File: src/rtl/fifo_canal.sv
// Per-channel FIFO sitting behind one demux output: buffers routed words and
// hands them to the consumer through a registered, one-cycle-latency pop port.
module fifo_canal #(
  parameter int DATA_BITS   = 4,
  parameter int ADDR_BITS   = 2,
  parameter int UMBRAL_ALTO = 3,
  parameter int UMBRAL_BAJO = 1
) (
  input  logic                 clk,
  input  logic                 reset,
  input  logic                 enb,
  input  logic                 push,
  input  logic [DATA_BITS-1:0] dato_entrada,
  input  logic                 pop,
  output logic [DATA_BITS-1:0] dato_salida,
  output logic                 valido_salida,
  output logic                 lleno,
  output logic                 vacio,
  output logic                 casi_lleno,
  output logic                 casi_vacio,
  output logic                 error_overflow,
  output logic                 error_underflow
);

  localparam int DEPTH = 1 << ADDR_BITS;
  localparam logic [ADDR_BITS:0] FULL_COUNT = (ADDR_BITS+1)'(DEPTH);
  localparam logic [ADDR_BITS:0] ALTO_COUNT = (ADDR_BITS+1)'(UMBRAL_ALTO);
  localparam logic [ADDR_BITS:0] BAJO_COUNT = (ADDR_BITS+1)'(UMBRAL_BAJO);

  logic [DATA_BITS-1:0] mem [DEPTH];
  logic [ADDR_BITS-1:0] wr_ptr;
  logic [ADDR_BITS-1:0] rd_ptr;
  logic [ADDR_BITS:0]   count;

  logic push_ok;
  logic pop_ok;
  logic push_drop;
  logic pop_empty;

  assign lleno      = (count == FULL_COUNT);
  assign vacio      = (count == '0);
  assign casi_lleno = (count >= ALTO_COUNT);
  assign casi_vacio = (count <= BAJO_COUNT);

  // A full FIFO still accepts a push when a pop frees a slot in the same
  // cycle; an empty FIFO never bypasses a push straight to the output.
  always_comb begin
    pop_ok    = enb && pop && !vacio;
    push_ok   = enb && push && (!lleno || pop_ok);
    push_drop = enb && push && !push_ok;
    pop_empty = enb && pop && vacio;
  end

  // Storage is deliberately not cleared by reset.
  always_ff @(posedge clk) begin
    if (!reset && push_ok) begin
      mem[wr_ptr] <= dato_entrada;
    end
  end

  always_ff @(posedge clk) begin
    if (reset) begin
      wr_ptr          <= '0;
      rd_ptr          <= '0;
      count           <= '0;
      dato_salida     <= '0;
      valido_salida   <= 1'b0;
      error_overflow  <= 1'b0;
      error_underflow <= 1'b0;
    end else if (enb) begin
      valido_salida <= pop_ok;
      if (push_ok) begin
        wr_ptr <= wr_ptr + 1'b1;
      end
      if (pop_ok) begin
        dato_salida <= mem[rd_ptr];
        rd_ptr      <= rd_ptr + 1'b1;
      end
      case ({push_ok, pop_ok})
        2'b10:   count <= count + 1'b1;
        2'b01:   count <= count - 1'b1;
        default: count <= count;
      endcase
      if (push_drop) begin
        error_overflow <= 1'b1;
      end
      if (pop_empty) begin
        error_underflow <= 1'b1;
      end
    end
  end

endmodule
File: config.mk
export PLATFORM = sky130hd
export DESIGN_NAME = fifo_canal
export DESIGN_NICKNAME = d
export VERILOG_FILES = /design/src/rtl/fifo_canal.sv
export SDC_FILE = /design/constraint.sdc
export NUM_CORES = 1
export LEC_CHECK = 0
export ABC_AREA = 1
export CAP_MARGIN = 10
export CORE_MARGIN = 3
export CORE_UTILIZATION = 43
export DETAILED_ROUTE_END_ITERATION = 10
export MAX_ROUTING_LAYER = met4
export PLACE_DENSITY = 0.65
export SLEW_MARGIN = 10
export SYNTH_ARGS = -nofsm -noshare
export SYNTH_HDL_FRONTEND = slang
export SYNTH_SLANG_ARGS = --single-unit
export TNS_END_PERCENT = 20
File: constraint.sdc
create_clock -name clk -period 2.25 [get_ports clk]
set_clock_uncertainty 0.05 [all_clocks]
set_input_delay 0.3375 -clock clk [delete_from_list [all_inputs] [get_ports clk]]
set_output_delay 0.3375 -clock clk [all_outputs]
set_load 0.005 [all_outputs]
==> qor.yml <==
route:
  drt_first_iter_violations: 49
  routedWlPerCell_um: 13.1
  drc_errors: 0
  ant_nets: 0
  vias: 1069
  routed_wl_um: 2910
  dr.pass1.iters: 4
  via_per_inst: 4.82
floorplan:
  core_um2: 3080
  io_pins: 20
  row_count: 20
  initial_core_util_pct: 45.4
  fp.dieArea_um2: 3970
  die_w_um: 63.0
  die-height_um: 63.0
worst_setup_path:
  startpoint_type: "flop"
  critPathCaptureType: "output port"
  required_ps: 1860
  arrival_ps: 1760
  path_class: "reg -> out"
  ff2ff_path_depth: 7
  worstPathMaxFanout: 5
global_routing:
  first_global_vias: 1050
  grt-ovfl-total: 0
  use_met1_pct: 19.5
  antenna_found_initial: 0
  grt_pass1_wl_um: 4890
  grt_use_met2_pct: 26.6
  top_usage_layer: "met2"
  grt_util_all_layers_pct: 16.6
  use_met3_pct: 6.29
  grt_max_degree: 11
logic_synthesis:
  synthesis.nets: 169
  avgSynthCellArea_um2: 9.19
  synthCells: 152
  synth_top_family_by_area: "simple AND/OR/NAND/NOR gates"
  yosysMostFrequentCell: "nor2_1"
  muxShareOfSynthArea_pct: 0
  async_flop_share_pct: 0
  ys_types: 21
  netlist_area_um2: 1400
  ys_seq_elements: 30
  yosysTopAreaCell: "edfxtp_1"
  synth_area_leaders: "edfxtp_1 (34%), dfxtp_1 (20%), nor2_1 (8.6%), ha_1 (7.2%), inv_1 (5.9%)"
  synthTopCellsByCount: "nor2_1 (32), inv_1 (22), edfxtp_1 (16), dfxtp_1 (14), nand2_1 (13)"
  yosys.area_share.simple_pct: 18.4
  yosys_most_used_dff: "edfxtp_1"
  yosysSeqAreaShare_pct: 54.4
  yosys_warnings: 0
  synth-compound-area-share_pct: 12.0
  synth_top_area_share_pct: 34.4
  synthAdderAreaFrac_pct: 7.16
  synth-edff-count: 16
  synth_xor_area_share_pct: 0.627
clock_network:
  cts_setup_buffers: 0
  cts_tree: "built"
  cts_sinks: 30
  cts_inserted_buffers: 5
  cts-root-buf: "clkbuf_4"
  clock_latency_ps: 330
  clk_pin_slew_ps: 90
  clockBufferDepth: 2
  htree_levels: 2
finish:
  n_antenna_cell: 0
  drive_above_1_share_pct: 12.4
  synthToLayoutAreaGrowth_pct: 22.4
  final_nets: 194
  final_cell_area_um2: 1710
timing:
  slew_violations: 0
  setup_viol: 0
  worstMarginPinSlew_ps: 354
  fmax_ghz: 0.466
  final.setup.tns_ps: 0
  hold_viol_final: 0
  fin_crit_ps: 2150
  fin_crit_sh_pct: 95.4
  relSlewSlack_pct: 76.3
  rsz0062_at_grt: "no"
hold_path:
  hold_path_class: "reg -> reg"
  min_path_cells: 1
place:
  placed_area_um2: 1640
  port_buffers: 19
  routabilityCongestion: 0.813
  dp_hpwl_um: 2170
status:
  status: "completed"
job:
  cap_viol_max_count: 0
pwr:
  leakagePower_uw: 0.000690
  ir_worst_vdd_v: 0.000367
  power_density_nw_per_um2: 674
sequential cells by signal, indices dropped and copies added (netlist names):
name             flops
error_overflow       1
wr_ptr               2
count                3
dato_salida          4
rd_ptr               2
error_underflow      1
mem                 16
valido_salida        1
kinds of logic after synthesis:
family	after synthesis
flops	30
xor+xnor	1
compound gates	28
buf+inv	27
simple gates	58
fa+ha+maj	8
worst max-delay path: stages (launching register included):
cell             delay (ps)
dfxtp_1                 450
inv_2                   130
ha_1                    220
nor2_1                   80
o21ai_0                  90
clkdlybuf4s50_1         460
layout by cell type, fill, tap and decap left out:
cell              n
clkbuf_4          5
nand3_1           5
dfxtp_1          14
a21oi_4           1
xnor2_1           1
clkinv_1          1
nand2_2           5
inv_2             2
o21ai_2           1
inv_1            22
buf_4             2
clkdlybuf4s50_1  19
nand3_2           2
ha_1              7
o21a_1            1
ha_4              1
o21ai_0          11
nand2_4           1
edfxtp_1         16
a21oi_1           7
nor2_1           32
clkinv_2          1
o21ai_1           3
nand2_1          13
o211ai_1          4
clkinvlp_4        1
final timing paths:
| check | startpoint | endpoint | slack, ps |
|---|---|---|---|
| max | count[2]$_SDFFE_PP0P_ | casi_lleno | 100 |
| max reg2reg | count[1]$_SDFFE_PP0P_ | mem[1][2]$_DFFE_PP_ | 410 |
| min reg2reg | error_overflow$_SDFFE_PP0P_ | error_overflow$_SDFFE_PP0P_ | 430 |
| min | error_overflow$_SDFFE_PP0P_ | error_overflow$_SDFFE_PP0P_ | 430 |
report_power, final:
part | total, µW | leakage, µW | internal [µW] | switching, µW
clock network | 314 | 0.0000286 | 116 | 198
logic | 222 | 0.000403 | 105 | 117
registers | 618 | 0.000259 | 599 | 18.6
stage by stage:
| stage | utilization (%) | total power [µW] | setup slack, ps | hold slack, ps | std cells |
|---|---|---|---|---|---|
| final | 55.6 | 1150 | 103 | 427 | 222 |
| after global routing | 55.6 | 1220 | 10.1 | 454 | 222 |
| after CTS | 55.2 | 1160 | 61.0 | 429 | 222 |
| after detailed placement | 53.4 | 844 | 218 | 407 | 214 |
| after global placement | 53.4 | 836 | 308 | 400 | 214 |
| after floorplan | - | 752 | 617 | 386 | 152 |
cell type report:
| cell class | count | area, µm² |
|---|---|---|
| tap | 44 | 55.1 |
| clock inverter | 3 | 16.3 |
| inverter | 24 | 90.1 |
| timing repair buffer | 21 | 205 |
| fill | 290 | 1370 |
| multi-input combinational | 95 | 546 |
| clock buffer | 5 | 37.5 |
| sequential | 30 | 761 |
per-layer routing:
metal / vias up / part of all wire [%]
li1: 541 / -
met1: 495 / 45
met2: 28 / 47
met3: 5 / 6.1
met4: 0 / 1.4
met5: - / 0
timing repair:
item / in CTS / in global routing
gates resized for setup: 1 / 1
hold buffers: 0 / 0
setup endpoints to repair: 1 / 1
Note: power is estimated with default switching activity, not from simulation.
